[src/rtl/arb_pkg.sv]
// Shared constants and types for the priority / round-robin arbiter.
// Holds the parameter defaults, the FSM state encoding and a small helper.
package arb_pkg;

  localparam int NREQ_DEFAULT     = 3;
  localparam int PW_DEFAULT       = 2;
  localparam int MAX_HOLD_DEFAULT = 8;
  localparam int HOLD_W           = 8;
  localparam int IDX_W            = 2;

  typedef enum logic {
    IDLE = 1'b0,
    BUSY = 1'b1
  } state_t;

  // Last hold-count value before a forced re-arbitration.
  function automatic logic [HOLD_W-1:0] hold_limit(input int max_hold);
    return HOLD_W'(max_hold - 1);
  endfunction

endpackage

[src/rtl/arb_pick.sv]
// Combinational winner selection: highest priority among eligible requesters,
// ties resolved in round-robin order starting just after the last winner.
module arb_pick
  import arb_pkg::*;
#(
  parameter int NREQ = NREQ_DEFAULT,
  parameter int PW   = PW_DEFAULT
) (
  input  logic [NREQ-1:0]    elig,
  input  logic [NREQ*PW-1:0] prio,
  input  logic [IDX_W-1:0]   last,
  output logic               found,
  output logic [IDX_W-1:0]   win
);

  logic [PW-1:0] prio_arr [NREQ];

  for (genvar gi = 0; gi < NREQ; gi++) begin : g_unpack
    assign prio_arr[gi] = prio[PW*gi +: PW];
  end

  // Strict '>' keeps the earliest candidate in search order on a tie.
  always_comb begin
    logic [PW-1:0]    best;
    logic [IDX_W-1:0] idx;
    found = 1'b0;
    win   = '0;
    best  = '0;
    idx   = '0;
    for (int k = 0; k < NREQ; k++) begin
      idx = IDX_W'((int'(last) + 1 + k) % NREQ);
      if (elig[idx] && (!found || prio_arr[idx] > best)) begin
        found = 1'b1;
        best  = prio_arr[idx];
        win   = idx;
      end
    end
  end

endmodule

[src/rtl/arbiter_prio_rr.sv]
// Non-preemptive priority arbiter with round-robin tie-break and a bounded
// ownership time; grant, valid and owner are all registered.
module arbiter_prio_rr
  import arb_pkg::*;
#(
  parameter int NREQ     = NREQ_DEFAULT,
  parameter int PW       = PW_DEFAULT,
  parameter int MAX_HOLD = MAX_HOLD_DEFAULT
) (
  input  logic               clk,
  input  logic               rst_n,
  input  logic [NREQ-1:0]    req,
  input  logic [NREQ*PW-1:0] prio,
  output logic [NREQ-1:0]    gnt,
  output logic               valid,
  output logic [IDX_W-1:0]   owner
);

  localparam logic [HOLD_W-1:0] HOLD_MAX = hold_limit(MAX_HOLD);

  state_t            state_reg, state_next;
  logic [IDX_W-1:0]  owner_reg, owner_next;
  logic [IDX_W-1:0]  last_reg, last_next;
  logic [HOLD_W-1:0] hold_reg, hold_next;
  logic [NREQ-1:0]   gnt_reg, gnt_next;

  logic [NREQ-1:0]   owner_onehot;
  logic [NREQ-1:0]   elig;
  logic              owner_req, others, timeout, arb;
  logic              pick_found;
  logic [IDX_W-1:0]  pick_win;

  assign owner_onehot = NREQ'(1) << owner_reg;
  assign owner_req    = req[owner_reg];
  assign others       = |(req & ~owner_onehot);
  assign timeout      = (state_reg == BUSY) && (hold_reg == HOLD_MAX);
  assign arb          = (state_reg == IDLE) || !owner_req || timeout;
  // A timed-out owner steps aside only if someone else is waiting.
  assign elig         = (timeout && owner_req && others) ? (req & ~owner_onehot) : req;

  arb_pick #(
    .NREQ (NREQ),
    .PW   (PW)
  ) u_pick (
    .elig  (elig),
    .prio  (prio),
    .last  (last_reg),
    .found (pick_found),
    .win   (pick_win)
  );

  always_ff @(posedge clk or negedge rst_n) begin
    if (!rst_n) begin
      state_reg <= IDLE;
      owner_reg <= '0;
      last_reg  <= IDX_W'(NREQ - 1);
      hold_reg  <= '0;
      gnt_reg   <= '0;
    end else begin
      state_reg <= state_next;
      owner_reg <= owner_next;
      last_reg  <= last_next;
      hold_reg  <= hold_next;
      gnt_reg   <= gnt_next;
    end
  end

  always_comb begin
    state_next = state_reg;
    owner_next = owner_reg;
    last_next  = last_reg;
    hold_next  = hold_reg;
    gnt_next   = gnt_reg;
    if (arb) begin
      hold_next = '0;
      if (pick_found) begin
        state_next = BUSY;
        owner_next = pick_win;
        last_next  = pick_win;
        gnt_next   = NREQ'(1) << pick_win;
      end else begin
        state_next = IDLE;
        owner_next = '0;
        gnt_next   = '0;
      end
    end else begin
      hold_next = hold_reg + HOLD_W'(1);
    end
  end

  always_comb begin
    gnt   = gnt_reg;
    valid = (state_reg == BUSY);
    owner = owner_reg;
  end

endmodule
[config.mk]
export PLATFORM = sky130hd
export DESIGN_NAME = arbiter_prio_rr
export DESIGN_NICKNAME = d
export VERILOG_FILES = /design/src/rtl/arb_pkg.sv /design/src/rtl/arb_pick.sv /design/src/rtl/arbiter_prio_rr.sv
export SDC_FILE = /design/constraint.sdc
export NUM_CORES = 1
export LEC_CHECK = 0
export BUFFER_PORTS_ARGS = -buffer_cell sky130_fd_sc_hd__buf_2
export CAP_MARGIN = 5
export CORE_MARGIN = 2
export CORE_UTILIZATION = 55
export DETAILED_ROUTE_END_ITERATION = 8
export PLACE_DENSITY = 0.79
export SLEW_MARGIN = 20
export SYNTH_ARGS = -nofsm -noshare
export SYNTH_HDL_FRONTEND = slang
export SYNTH_SLANG_ARGS = --single-unit
export TNS_END_PERCENT = 10
[constraint.sdc]
create_clock -name clk -period 4.77 [get_ports clk]
set_input_delay 0.2385 -clock clk [delete_from_list [all_inputs] [get_ports clk]]
set_output_delay 0.2385 -clock clk [all_outputs]
set_load 0.05 [all_outputs]
Word level (Yosys, flattened, before mapping)
Cells that the tools add are included.
{ "totals": {"elab_cells": 74, "register_bits": 16, "latchBits": 0, "out_inout_bits": 6, "ram_bits": 0, "mem_count": 0, "mem_bits_ro": 0} }
{ "op_classes": {"addsub": 4, "n_bitwise": 6, "reduce_logical": 14, "n_shift": 2, "div": 3, "mul": 0, "muxes": 30, "n_lt_le_gt_ge": 9, "n_eq_ne": 1} }
{ "ops": {"columns": ["operator", "n"], "rows": [
  ["$mod A32 B3 Y32 const B", 3],
  ["$add A32 B2 Y32 const B", 1],
  ["$add A32 B3 Y32 const B", 1],
  ["$mux W2", 12],
  ["$bmux W2 S2", 3],
  ["$lt A2 B3 Y1 const B", 4],
  ["$ge A3 B3 Y1 const B", 3],
  ["$not A2 Y3", 3],
  ["$add A8 B1 Y8 const B", 1],
  ["$bmux W1 S2", 4],
  ["$eq A8 B3 Y1 const B", 1],
  ["$mux W1", 8],
  ["$mux W8", 1],
  ["$mux W3", 2],
  ["$shl A1 B2 Y3 const A", 2],
  ["$logic_and A1 B1 Y1", 5],
  ["$gt A2 B2 Y1", 2],
  ["$logic_or A1 B1 Y1", 4],
  ["$add A2 B1 Y3 const B", 1],
  ["$and A3 B3 Y3", 1],
  ["$logic_not A1 Y1", 3],
  ["$not A3 Y3", 1],
  ["$reduce_or A3 Y1", 1],
  ["$reduce_and A2 Y1", 1],
  ["$not A1 Y1", 1]
]} }

Depth between registers and ports, before layout
{ "depth": {"ltp_word": 19, "ltp_mapped": 23} }

Cells and area by module
A second synthesis with hierarchy kept.
{ "hier_totals": {"cells_unflattened": 135, "area_unflattened_um2": 1256.2} }
{ "by_module_without_submodules": {"columns": ["module", "area_each_um2", "instances", "seq_area_each_um2", "cells_each"], "rows": [
  ["arbiter_prio_rr", 774.5, 1, 401.6, 69],
  ["arb_pick", 481.7, 1, 0.0, 66]
]} }

Least setup slack after synthesis
OpenSTA, ideal clock, no wires.
{ "synth_path": {"path_kind": "reg-to-reg", "start": "reg owner_reg[0] (netlist: owner[0])", "end": "reg gnt_reg[0] (netlist: gnt[0])", "setup_ns": 0.121, "period_less_slack_ns": 4.031, "path_slack_ns": 0.739, "path_stages_with_launch": 19, "path_buffers": 0, "t_required_ns": 4.649, "arrival_ns": 3.910, "path_cell_list": "dfrtp_1 > or2b_2 > o41ai_4 > inv_1 > a21oi_1 > or2_1 > ha_1 > nor2b_1 > o21a_1 > o21ai_1 > nand2_1 > o21ai_1 > ha_1 > a21oi_1 > a21oi_1 > o211a_1 > nand4b_4 > and3_1 > a22o_1"} }
{ "synth_via": {"elab_chain_len": 19, "word_cells_on_any_way": 36, "cone_classes": "2 x order compare; 2 x shift; 18 x mux; 2 x bitwise; 12 x reduce/logical"} }
{ "synth_rtl": {"columns": ["element", "line", "source"], "rows": [
  ["from (decl)", "arbiter_prio_rr.sv:22", "logic [IDX_W-1:0] owner_reg, owner_next;"],
  ["from (signal assigned)", "arbiter_prio_rr.sv:61", "owner_reg <= owner_next;"],
  ["$shl A1 B2 Y3", "arbiter_prio_rr.sv:33", "assign owner_onehot = NREQ'(1) << owner_reg;"],
  ["$not A3 Y3", "arbiter_prio_rr.sv:35, arbiter_prio_rr.sv:39", null],
  ["$and A3 B3 Y3", "arbiter_prio_rr.sv:35, arbiter_prio_rr.sv:39", null],
  ["$reduce_or A3 Y1", "arbiter_prio_rr.sv:35", "assign others = |(req & ~owner_onehot);"],
  ["$logic_and A1 B1 Y1", "arbiter_prio_rr.sv:39", "assign elig = (timeout && owner_req && others) ? (req & ~owner_onehot) : req;"],
  ["$mux W3", "arbiter_prio_rr.sv:39", null],
  ["$bmux W1 S2", "arb_pick.sv:32", "if (elig[idx] && (!found || prio_arr[idx] > best)) begin"],
  ["$mux W1 (not written as such)", "arb_pick.sv:32", null],
  ["[3 not listed]", null, null],
  ["$logic_and A1 B1 Y1", "arb_pick.sv:32", null],
  ["$mux W2 or $mux W1 (tied branches)", "arb_pick.sv:32", null],
  ["$gt A2 B2 Y1 or $logic_not A1 Y1 (tied branches)", "arb_pick.sv:32", null],
  ["$logic_or A1 B1 Y1", "arb_pick.sv:32", null],
  ["$logic_and A1 B1 Y1", "arb_pick.sv:32", null],
  ["$mux W2", "arb_pick.sv:32", null],
  ["$shl A1 B2 Y3", "arbiter_prio_rr.sv:80", "gnt_next = NREQ'(1) << pick_win;"],
  ["$mux W3", "arbiter_prio_rr.sv:76", "if (pick_found) begin"],
  ["to (signal assigned)", "arbiter_prio_rr.sv:64", "gnt_reg <= gnt_next;"],
  ["to (decl)", "arbiter_prio_rr.sv:25", "logic [NREQ-1:0] gnt_reg, gnt_next;"]
]} }
Parallel ways exist; a longest one is shown, timed or not. The select of a mux whose other input is x is not followed.
A chain may end at the register's enable or synchronous reset.

Worst setup path in the final report
{ "layout_path": {"start": "reg hold_reg[4]", "end": "reg gnt_reg[0] (netlist: gnt[0])"} }
{ "layout_via": {"elab_chain_len": 18, "word_cells_on_any_way": 30, "cone_classes": "2 x order compare; 1 x eq/ne; 1 x shift; 16 x mux; 10 x reduce/logical"} }
{ "layout_rtl": {"columns": ["element", "line", "source"], "rows": [
  ["from (decl)", "arbiter_prio_rr.sv:24", "logic [HOLD_W-1:0] hold_reg, hold_next;"],
  ["from (signal assigned)", "arbiter_prio_rr.sv:63", "hold_reg <= hold_next;"],
  ["$eq A8 B3 Y1 (*)", "arbiter_prio_rr.sv:36", "assign timeout = (state_reg == BUSY) && (hold_reg == HOLD_MAX);"],
  ["$logic_and A1 B1 Y1 (*)", "arbiter_prio_rr.sv:36", null],
  ["$logic_and A1 B1 Y1 (2 in a row)", "arbiter_prio_rr.sv:39", null],
  ["$mux W3", "arbiter_prio_rr.sv:39", null],
  ["$bmux W1 S2", "arb_pick.sv:32", null],
  ["$mux W1 (not written as such)", "arb_pick.sv:32", null],
  ["$mux W2 or $mux W1 (tied branches)", "arb_pick.sv:32", null],
  ["$gt A2 B2 Y1 or $logic_not A1 Y1 (tied branches)", "arb_pick.sv:32", null],
  ["$logic_or A1 B1 Y1", "arb_pick.sv:32", null],
  ["$logic_and A1 B1 Y1", "arb_pick.sv:32", null],
  ["$mux W2 or $mux W1 (tied branches)", "arb_pick.sv:32", null],
  ["$gt A2 B2 Y1 or $logic_not A1 Y1 (tied branches)", "arb_pick.sv:32", null],
  ["$logic_or A1 B1 Y1", "arb_pick.sv:32", null],
  ["$logic_and A1 B1 Y1", "arb_pick.sv:32", null],
  ["$mux W2", "arb_pick.sv:32", null],
  ["$shl A1 B2 Y3", "arbiter_prio_rr.sv:80", null],
  ["$mux W3", "arbiter_prio_rr.sv:76", null]
]} }
Every way passes the cells marked *; elsewhere a longest branch is shown, timed or not. The select of a mux whose other input is x is not followed.

==> results summary <==
The clock arrives with 0.009227 ns of skew. In the layout the commonest cells are 20 x sky130_fd_sc_hd__nor2_1, 16 x sky130_fd_sc_hd__buf_2, 15 x sky130_fd_sc_hd__dfrtp_1, 13 x sky130_fd_sc_hd__a21oi_1, 12 x sky130_fd_sc_hd__nand2_1. At the worst endpoint, the arrival time is 4.51 ns. The total length of routed met3 wires came out at 166 um. The starting utilization of the core area is 56.58%.

The count of endpoints failing hold in the final timing report is 0. The remaining routing DRC violations is 0. The placer's final routability congestion estimate came out at 0.9178. The worst setup path is captured at a flop.

The worst setup path is of the reg2reg kind. The first-pass GRT wire length is 4919 um. In this run the standard cell core region covers 2432 um2. The flow ran to the end, and the final reports show no timing, DRC or antenna violations.

The area growth from synthesis to layout is 10.55%. The register clock-pin slew on the reported worst setup and hold paths came out at 0.09 ns. The post-synthesis async set-or-reset flop share is 100.0%. Routed signal wires occupy layers up through met4. The total met2 wirelength after detailed routing is 1534 um. The HPWL after detailed placement is 2301 um.

The finished cells cover 1521 um2. In this run the cell area measured after placement is 1485 um2. For the pin with the worst max-slew slack, the measured transition is 0.5670 ns. The peak supply drop is 0.0006261 V.

The top-level I/O count is 17. The number of standard cells after synthesis is 157. Setup repair after global routing left no endpoint under its margin.

The tree built by TritonCTS fans out to 16 sinks. After synthesis the netlist holds a flip-flop and latch count of 16. Counting I/O delays and the setup requirement, the final critical path takes 4.331 ns.

The number of antenna diodes in the final layout is 0. The pin count of the biggest net entering global routing is 19. Walking the worst path, the cells encountered are or4_4 > o41ai_4 > buf_4 > inv_1 > a21oi_1 > or2_1 > ha_1 > nor2b_1 > o21a_1 > o21ai_1 > nand2_1 > o21ai_1 > ha_1 > a21oi_1 > a21oi_1 > o211a_1 > nand4b_4 > and3_1 > a22o_1. After floorplanning, the core was divided into 18 placement rows. The launching element type of the critical path is a flop. TritonCTS created 3 clock buffers.

The total standard cell area after synthesis is 1376 um2. The die is 54.03 um wide. Setup total negative slack on the finished layout was measured at 0 ns.

Across the run, the number of max-cap violations was 0. The number of post-CTS setup repair buffers came out at 0. The areal power density over the cells came out at 758.0 nW/um2.

The maximum clock rate is 230.9 MHz. The average routed wire per standard cell came out at 14.72 um. The net count of the finished layout is 195. The detail-routed via count per cell is 5.971. The vertical extent of the die came out at 54.03 um.

The quantity of I/O buffers inserted on ports came out at 16. After detailed routing, the wire length on met1 is 1320 um. The predominant post-synthesis flop cell is sky130_fd_sc_hd__dfrtp_1.

The iteration-0 DRC count of the detailed router came out at 33. The CTS tree is yes. The number of distinct library cells after synthesis is 46. The total number of vias came out at 1,230. The most prevalent standard cell on the critical path is sky130_fd_sc_hd__a21oi_1. In this run the remaining antenna-violating nets after routing total 0.

Global routing finished with a remaining overflow of 0. The total global-route track usage is 22.81%. The clock latency reported for the late side of the worst-skew pair came out at 0.29 ns. The detailed-router iteration count before antenna repair came out at 4. The number of antenna violations at the first check in global routing came out at 0. In this run the static leakage power is 0.7050 nW. The die covers 2919 um2.

The total wirelength of the detailed-routed design is 3032 um. The final count of negative-setup-slack endpoints is 0. The maximum buffer depth of the clock tree came out at 2. STA puts the critical path data required time at 4.95 ns. The number of global-route vias before repair was 1,148. The total chip power is 1.153 mW. The cell with the biggest individual delay on the critical path is sky130_fd_sc_hd__or4_4. The max-slew violation total from the final report is 0.

CTS built an H-tree with a depth of 1. The maximum fanout count along the critical path came out at 8. The share of synthesized area occupied by flip-flops and latches is 29.18%. The flip-flop count of the largest register, all copies and words added is 8.

The number of nets produced by synthesis is 175. The number of synthesis warnings came out at 0. The tree is rooted in a sky130_fd_sc_hd__clkbuf_4. Averaged over all synthesized cells, the footprint is 8.766 um2. The worst hold path belongs to the class in2async. The critical path's largest stage delay is 0.61 ns. The most common cell after layout, fill and taps aside is sky130_fd_sc_hd__nor2_1. The count of flip-flops with a built-in enable after synthesis is 0. The fraction of layout instances using a drive strength above 1 is 21.02%. The worst slew margin relative to its limit came out at 62.20%. The final period utilization came out at 90.79%.
[final cells by class]
| class | count | area [um2] |
|---|---|---|
| inverter | 6 | 22.52 |
| tap | 30 | 37.54 |
| timing repair buffer | 20 | 112.6 |
| fill | 213 | 910.9 |
| clock buffer | 4 | 26.28 |
| multi-input combinational | 130 | 920.9 |
| sequential | 16 | 401.6 |
[power breakdown]
group	total [mW]	internal [mW]	switching [mW]
clock network	0.0738	0.0325	0.0413
logic	0.869	0.344	0.525
registers	0.211	0.177	0.0337
total	1.15	0.553	0.600
[worst paths after layout]
| kind | start | slack, ns | to | depth (start not counted) |
|---|---|---|---|---|
| max | hold_reg[4] | 0.44 | gnt[0] | 19 |
| min | rst_n | 0.38 | hold_reg[2] | 2 |
| max reg2reg | hold_reg[4] | 0.44 | gnt[0] | 19 |
| min reg2reg | gnt[2] | 0.49 | gnt[2] | 2 |
| max in group asynchronous | rst_n | 4.08 | last_reg[1] | 2 |
| min in group clk | gnt[2] | 0.49 | gnt[2] | 2 |
[cells in the mapped netlist, drive strengths merged (2+ instances only)]
master,n,area [um2]
mux2i,5,50.05
or2,5,31.28
a21o,3,22.52
and3,4,26.28
nand3,4,20.02
nor2,20,75.07
nand4b,2,47.55
dfrtp,15,375.4
a21oi,13,65.06
ha,7,87.58
o21a,2,16.27
a21boi,2,15.02
nand2b,2,12.51
nor2b,7,43.79
xor2,4,35.03
inv,6,22.52
nor3,4,25.02
clkbuf,2,7.510
nand2,12,45.04
o21ai,12,60.06
o41ai,3,82.58
buf,3,23.77
xnor2,2,17.52
o22ai,5,37.53
[repair_timing]
action                     CTS  global route
hold endpoints to repair    15             0
setup endpoints to repair    0             1
resized for setup            0             0
hold buffers                 1             0
[metal layers]
metal / track usage (%) / vias up
met5: 0 / -
met4: 7.083 / 0
met3: 5.833 / 2
met2: 39.63 / 44
met1: 27.43 / 580
li1: - / 604
[per-stage QoR]
stage               instances  setup slack, ns  hold WS, ns  util [%]
floorplan                 157           0.7386     -0.05709         -
global placement          201           0.6323       0.1623     61.06
detailed placement        201           0.4717       0.1690     61.06
CTS                       206           0.4397       0.3838     62.55
global route              206          0.06670       0.4198     62.55
finish                    206           0.4393       0.3789     62.55
[critical path: cells and delay by family (launching register included)]
kind | cells | cell delay, ns
AO/OA/AOI/OAI | 9 | 1.64
adder cells (fa/ha/maj) | 2 | 0.49
buffers and inverters | 2 | 0.28
flip-flops | 1 | 0.43
AND/OR/NAND/NOR | 6 | 1.37
[kinds of logic after synthesis]
family / after synthesis / synth area share, %
and+or+nand+nor: 64 / 26.18
AOI/OAI and AO/OA: 48 / 26.91
DFF: 16 / 29.18
buffers and inverters: 11 / 3.909
adders and majority gates: 7 / 6.363
xor gates and xnor gates: 6 / 3.818
muxes: 5 / 3.637
Note: power is estimated with default switching activity, not from simulation.
